## src/rtl/counter_cmd_arbiter.sv

```systemverilog
// Command arbiter for the 4-digit up/down counter: debounced buttons plus optional UART
// commands (build macro CMD_UART_EN) drive the STOP/RUN/CLEAR FSM and the up/down mode.
module counter_cmd_arbiter #(
  parameter int DEBOUNCE_CYCLES = 100_000,
  parameter int DROP_W          = 8
) (
  input  logic              clk,
  input  logic              reset,
  input  logic              btn_mode,
  input  logic              btn_run_stop,
  input  logic              btn_clear,
  input  logic              rx_valid,
  input  logic [7:0]        rx_data,
  output logic              rx_ready,
  output logic              run_stop,
  output logic              clear,
  output logic              mode,
  output logic [1:0]        led_mode,
  output logic [1:0]        led_run_stop,
  output logic [DROP_W-1:0] drop_cnt,
  output logic [1:0]        dbg_state
);

  localparam int CW = $clog2(DEBOUNCE_CYCLES + 1);

  typedef enum logic [1:0] {ST_STOP = 2'd0, ST_RUN = 2'd1, ST_CLEAR = 2'd2} state_t;

  // Command vectors are one-hot: bit 0 = mode, bit 1 = run/stop, bit 2 = clear.
  logic [2:0]    btn_raw, sync1, sync2, db, db_q, btn_rise;
  logic [CW-1:0] db_cnt [3];
  logic [2:0]    btn_pend, btn_pick, btn_grant, btn_drop, cmd;
  logic [2:0]    uart_cmd_g;
  logic          uart_win, uart_grant, uart_drop, grant_en;
  logic [2:0]    n_drop;
  logic [DROP_W:0] drop_sum;
  state_t        state, state_next;

  assign btn_raw  = {btn_clear, btn_run_stop, btn_mode};
  assign btn_rise = db & ~db_q;

  always_ff @(posedge clk or posedge reset) begin
    if (reset) begin
      sync1 <= '0;
      sync2 <= '0;
      db    <= '0;
      db_q  <= '0;
      for (int i = 0; i < 3; i++) db_cnt[i] <= '0;
    end else begin
      sync1 <= btn_raw;
      sync2 <= sync1;
      db_q  <= db;
      for (int i = 0; i < 3; i++) begin
        if (sync2[i] != db[i]) begin
          if (db_cnt[i] == CW'(DEBOUNCE_CYCLES - 1)) begin
            db[i]     <= sync2[i];
            db_cnt[i] <= '0;
          end else begin
            db_cnt[i] <= db_cnt[i] + 1'b1;
          end
        end else begin
          db_cnt[i] <= '0;
        end
      end
    end
  end

  always_comb begin
    btn_pick = 3'b000;
    if (btn_pend[2])      btn_pick = 3'b100;
    else if (btn_pend[1]) btn_pick = 3'b010;
    else if (btn_pend[0]) btn_pick = 3'b001;
  end

  // Nothing is granted while the clear pulse is out; pending flags simply wait.
  assign grant_en   = (state != ST_CLEAR);
  assign btn_grant  = (grant_en && !uart_win) ? btn_pick : 3'b000;
  assign uart_grant = grant_en && uart_win;
  assign cmd        = btn_grant | (uart_grant ? uart_cmd_g : 3'b000);
  assign btn_drop   = btn_rise & btn_pend & ~btn_grant;

`ifdef CMD_UART_EN
  logic       uart_pend, last_src;
  logic [2:0] rx_cmd;

  always_comb begin
    rx_cmd = 3'b000;
    case (rx_data)
      8'h72:   rx_cmd = 3'b010;
      8'h63:   rx_cmd = 3'b100;
      8'h6D:   rx_cmd = 3'b001;
      default: rx_cmd = 3'b000;
    endcase
  end

  // last_src: 1 = UART won the previous grant, so buttons win the next tie.
  assign rx_ready = !uart_pend;
  assign uart_win = uart_pend && ((btn_pend == 3'b000) || !last_src);
  // The receiver strobes rx_valid once per byte, so a command byte offered while busy is lost.
  assign uart_drop = rx_valid && !rx_ready && (rx_cmd != 3'b000);

  always_ff @(posedge clk or posedge reset) begin
    if (reset) begin
      uart_pend  <= 1'b0;
      uart_cmd_g <= 3'b000;
      last_src   <= 1'b1;
    end else begin
      if (rx_valid && rx_ready && (rx_cmd != 3'b000)) begin
        uart_pend  <= 1'b1;
        uart_cmd_g <= rx_cmd;
      end else if (uart_grant) begin
        uart_pend <= 1'b0;
      end
      if (uart_grant)               last_src <= 1'b1;
      else if (btn_grant != 3'b000) last_src <= 1'b0;
    end
  end
`else
  logic unused_rx;
  assign unused_rx  = &{1'b0, rx_valid, rx_data};
  assign rx_ready   = 1'b0;
  assign uart_win   = 1'b0;
  assign uart_drop  = 1'b0;
  assign uart_cmd_g = 3'b000;
`endif

  assign n_drop   = 3'(btn_drop[0]) + 3'(btn_drop[1]) + 3'(btn_drop[2]) + 3'(uart_drop);
  assign drop_sum = {1'b0, drop_cnt} + (DROP_W + 1)'(n_drop);

  always_ff @(posedge clk or posedge reset) begin
    if (reset) begin
      btn_pend <= '0;
      drop_cnt <= '0;
      mode     <= 1'b0;
      state    <= ST_STOP;
    end else begin
      btn_pend <= (btn_pend & ~btn_grant) | btn_rise;
      drop_cnt <= drop_sum[DROP_W] ? '1 : drop_sum[DROP_W-1:0];
      if (cmd[0]) mode <= ~mode;
      state <= state_next;
    end
  end

  always_comb begin
    state_next = state;
    case (state)
      ST_STOP: begin
        if (cmd[1])      state_next = ST_RUN;
        else if (cmd[2]) state_next = ST_CLEAR;
      end
      ST_RUN:   if (cmd[1]) state_next = ST_STOP;
      ST_CLEAR: state_next = ST_STOP;
      default:  state_next = ST_STOP;
    endcase
  end

  always_comb begin
    run_stop     = (state == ST_RUN);
    clear        = (state == ST_CLEAR);
    led_mode     = mode ? 2'b10 : 2'b01;
    led_run_stop = 2'b01;
    if (state == ST_RUN)   led_run_stop = 2'b10;
    if (state == ST_CLEAR) led_run_stop = 2'b00;
    dbg_state    = state;
  end

endmodule

```

## config.mk

```make
export PLATFORM = sky130hd
export DESIGN_NAME = counter_cmd_arbiter
export DESIGN_NICKNAME = d
export VERILOG_FILES = /design/src/rtl/counter_cmd_arbiter.sv
export SDC_FILE = /design/constraint.sdc
export NUM_CORES = 1
export LEC_CHECK = 0
export ABC_AREA = 1
export CORE_ASPECT_RATIO = 1.4
export CORE_MARGIN = 2
export CORE_UTILIZATION = 30
export DETAILED_ROUTE_END_ITERATION = 12
export SLEW_MARGIN = 0
export SYNTH_ARGS = -nofsm -noshare
export SYNTH_HDL_FRONTEND = slang
export SYNTH_SLANG_ARGS = --single-unit
```

## constraint.sdc

```tcl
create_clock -name clk -period 3.58 [get_ports clk]
set_input_delay 0.358 -clock clk [delete_from_list [all_inputs] [get_ports clk]]
set_output_delay 0.358 -clock clk [all_outputs]
set_load 0.02 [all_outputs]
```

# Word-level counts from Yosys, hierarchy flattened

Cells that the tools add are included.

Input bits: 14
Output and inout bits: 18
Flip-flop bits (word level): 77

Bitwise gates (word level): 8
Add/subtract/negate cells: 6
Equality and inequality tests: 11
Reductions and logical operators: 5
Mux-type cells: 18

Operators with widths:

| kind                                                   | count |
|---|---|
| 2-to-1 mux 17 bit                                      | 6 |
| adder 17 x 1 -> 17 bit (second input constant)         | 3 |
| equality test 17 bit (second input constant)           | 3 |
| 2-to-1 mux 2 bit                                       | 7 |
| bitwise AND 3 bit                                      | 4 |
| adder 8 x 3 -> 9 bit                                   | 1 |
| 2-to-1 mux 8 bit                                       | 1 |
| AND reduction 2 bit                                    | 4 |
| 2-to-1 mux 3 bit                                       | 2 |
| NOT 3 bit                                              | 2 |
| case mux 2 bit (2 select lines)                        | 1 |
| adder 2 x 1 -> 3 bit                                   | 1 |
| inequality test 1 bit                                  | 3 |
| inequality test 3 bit (second input constant)          | 1 |
| bitwise OR 3 bit                                       | 1 |
| adder 1 x 1 -> 2 bit                                   | 1 |
| equality test 2 x 1 -> 1 bit (second input constant)   | 1 |
| equality test 2 bit (second input constant)            | 1 |
| logical NOT 2 bit                                      | 1 |
| inequality test 2 x 1 -> 1 bit (second input constant) | 1 |
| inequality test 2 bit (second input constant)          | 1 |
| 2-to-1 mux 1 bit                                       | 1 |
| NOT 1 bit                                              | 1 |

# Logic depth before layout (Yosys ltp)

Word-level depth: 10
Gate-level depth with buffers: 14
Mapped depth without buffers: 14

# Worst setup path before layout

Ideal clock, no wire load.

Path kind: register -> register
From: register state[0] (netlist: dbg_state[0])
To: register drop_cnt[2]
Slack: 562 ps
Setup time: 129 ps
Buffers on the path: 0
Required time: 3451 ps
Arrival time: 2888 ps
Stages on the path, launching flop included: 14
Cells stage by stage: dfrtp_1 > inv_1 > ha_1 > nand2_1 > or3_1 > fa_1 > inv_1 > ha_1 > fa_1 > nand2_1 > inv_1 > and3_1 > nand2_2 > o21ai_0

Word-level cells in the longest chain between the ends: 8

RTL lines:

| element                   | line | source |
|---|---|---|
| start, declared           | 36   | `state_t state, state_next;` |
| start signal, assigned    | 139  | `state <= state_next;` |
| inequality test 2 bit (*) | 75   | `assign grant_en = (state != ST_CLEAR);` |
| 2-to-1 mux 3 bit (*)      | 76   | `assign btn_grant = (grant_en && !uart_win) ? btn_pick : 3'b000;` |
| NOT 3 bit (*)             | 79   | `assign btn_drop = btn_rise & btn_pend & ~btn_grant;` |
| bitwise AND 3 bit (*)     | 79   |  |
| adder 1 x 1 -> 2 bit      | 126  | `assign n_drop = 3'(btn_drop[0]) + 3'(btn_drop[1]) + 3'(btn_drop[2]) + 3'(uart_drop);` |
| adder 2 x 1 -> 3 bit (*)  | 126  |  |
| adder 8 x 3 -> 9 bit (*)  | 127  | `assign drop_sum = {1'b0, drop_cnt} + (DROP_W + 1)'(n_drop);` |
| 2-to-1 mux 8 bit (*)      | 137  | `drop_cnt <= drop_sum[DROP_W] ? '1 : drop_sum[DROP_W-1:0];` |
| end signal, assigned      | 137  |  |
| end, declared             | 20   | `output logic [DROP_W-1:0] drop_cnt,` |

Every way passes the cells marked *; elsewhere a longest branch is shown, timed or not.
A chain may end at the register's enable or synchronous reset.

# Worst setup path after layout

Same ends and word-level chain as after synthesis.

==> run metrics <==
proportion of layout cells with a drive suffix above 1 12.2%; r2r setup slk ~0.54 ns; CTS Sinks 77; CTS Buf Count 9; Synth cell types 33; I/O pins 32; antenna-violating nets left 0; post-CTS sizing 0; first-pass GRT wire length around 15,000 um; total wire length 8410 um; Post-synth EDFFs 0; hold path depth 0; post-CTS setup buffers 0; status finished clean; DRC Markers 0; Endpoint, Worst Hold sync2[1]; ys async rst share 100%; Post-Syn Area about 0.0041 mm^2; Initial Util between 30% and 40%; Clk Latency, worst-skew pair between 0.3 and 0.4 ns; #FFs+latches synth just under 80; HP Class reg2reg; core area 0.0134 mm^2; most frequent cell after synthesis nand2_1; Non-Filler Instances 741; most instantiated cells after synthesis 127 x nand2_1, 98 x nor2_1, 77 x dfrtp_1; IO buf count 21; Hold Vio Cnt, Final 0; Syn Nets roughly 550; endpoints failing setup 0; iteration-0 DRC count of the detailed router a little under 200; sequential area share after synthesis between 40% and 50%; max-cap viol count 0; chip width 103 um; critical path's most frequent cell inv_1; Worst Tran Pin Value about 1 ns; share of the synthesized area in the top cell type 46.7%; DRT Pass-1 Iters 5; hpwl dp 6130 um; WP data arrival roughly 3.3 ns; row cnt 50; Final Wtd Congestion slightly below 0.9; worst r2r dst drop_cnt[2]; die area 0.0147 mm^2; Max-slew headroom 33.4%; Post-Route Setup TNS 0 ns; synth top area cells dfrtp_1 47%, nand2_1 12%, nor2_1 8.9%, inv_1 5.6%, nand3_1 5.0%; initial antenna violation count 0; Clock Tree Buf Depth 2; fmax around 330 MHz; global route overflow 0; syn_area_per_cell between 7 and 8 um^2; CP endpoint kind flop; Leakage a little over 2 nW; Worst Clk Skew 0.00733 ns; # diodes 0; R2R depth 13; VDD IR-drop max 261 uV; fin crit period 3.04 ns; crit-path max cell delay a little under 0.5 ns; H-tree depth 3; largest net degree at the start of global routing slightly below 60; CP Class reg2reg; Mapped Cells 524; post-DR wirelength/cell roughly 11 um; cts hold-fix bufs 0; RR Startpoint dbg_state[0]; via count between 3k and 4k; Root Driver clkbuf_16; RSZ-0062 raised after global routing no; CTS tree built; Min Hold Slack between 0.3 and 0.4 ns; Cells after DPL ~730; top cell type by total area after synthesis dfrtp_1; gr usage total about 13%; final net count ~580; drt via density 4.50; crit-path max FO 8; CP max-delay cell fa_1; Area growth syn-to-layout 17.8%; required time worst endpoint about 3.8 ns; CP Launch Type flop; crit-path cells inv_1 > ha_1 > nand2_1 > or3_1 > fa_1 > inv_1 > ha_1 > fa_1 > nand2_1 > inv_1 > and3_1 > nand2_2 > o21ai_0; vias in the first global route around 3.3k; FILL cells about 1.4k; Most used DFF post-synth dfrtp_1; clock transition at the registers of the reported paths roughly 0.060 ns; die height approximately 140 um; Worst Hold Launch sync1[1]; crit share post-route a little over four fifths; YS warnings 0; Pins Over Slew Limit 0; Pwr per Cell Area 390 mW/mm^2
-- worst max-delay path, delay by kind of cell, from the launching register on --
family / cells / cell delay (ns)
fa+ha+maj: 4 / 1.35
flops: 1 / 0.40
compound gates: 1 / 0.10
simple gates: 5 / 0.85
buf+inv: 3 / 0.21
-- cells in the final DEF, fill, tap and decap left out, types with 2 or more instances in the layout --
master           instances
nor3_2                   2
nand2_2                 14
clkbuf_16                9
o21bai_1                 4
xor2_2                   3
nor2_2                  14
nand2_4                  3
inv_1                   61
nand4_1                 13
o21ai_0                  9
xor2_1                  10
nor3b_2                  2
clkinvlp_4               2
a21oi_1                  3
o22ai_1                  3
clkinv_2                 2
inv_2                    5
nand3_1                 41
clkbuf_8                 2
nor2_4                   5
dfrtp_1                 77
nor2_1                  98
ha_1                     8
o21ai_1                  5
clkdlybuf4s50_1         21
xnor2_1                  2
fa_1                     2
nand2_1                127
-- power breakdown --
part           switching [mW]  total [mW]  leakage [nW]  internal, mW
combinational          0.0402      0.0560         0.853        0.0158
clock                   0.369       0.947         0.148         0.578
sequential             0.0111       0.893          1.05         0.882
total                   0.420        1.90          2.06          1.48
-- cell type report --
cell class                 count  area [um^2]  area share, %
tap                          182          228           4.68
multi-input combinational    377         1930           39.7
timing repair buffer          22          218           4.47
clock inverter                 5         58.8           1.21
clock buffer                  11          253           5.19
inverter                      67          253           5.19
sequential                    77         1930           39.6
-- cells by family after synthesis --
kind of cell	Yosys count	synth area share, %
AND/OR/NAND/NOR	326	36.0
AO/OA/AOI/OAI	25	3.45
other	1	0.0908
flip-flops	77	46.7
XOR/XNOR	15	3.73
adder cells (fa/ha/maj)	10	3.39
buffers and inverters	70	6.63
-- worst max path at each step --
stage	start	end
2_1_floorplan	dbg_state[0]	drop_cnt[2]
3_3_place_gp	dbg_state[0]	drop_cnt[6]
3_5_place_dp	dbg_state[0]	drop_cnt[2]
4_1_cts	dbg_state[0]	drop_cnt[2]
5_1_grt	dbg_state[0]	drop_cnt[6]
6_report	dbg_state[0]	drop_cnt[2]
-- stage by stage --
step                      power (mW)  cell area (um^2)  utilization (%)  worst slack, ns
after floorplan                0.947              4130                -            0.562
after global placement         0.965              4550             34.0            0.635
after detailed placement       0.968              4550             34.0            0.529
after CTS                       1.93              4870             36.3            0.531
after global routing            1.97              4870             36.3            0.314
final                           1.90              4870             36.3            0.541
-- layer usage --
metal	share of wire, %	wire (um)	GRT usage, %
met3	2.8	237	2.06
met4	2.8	233	7.06
met5	0	0	0
met1	42	3540	14.1
met2	52	4400	22.6
-- state kept, by name, summed over array words and instances, names as in the netlist --
register / cells
db_cnt: 51
drop_cnt: 8
btn_pend: 3
db: 3
db_q: 3
sync1: 3
sync2: 3
dbg_state: 2
mode: 1
Note: power is estimated with default switching activity, not from simulation.
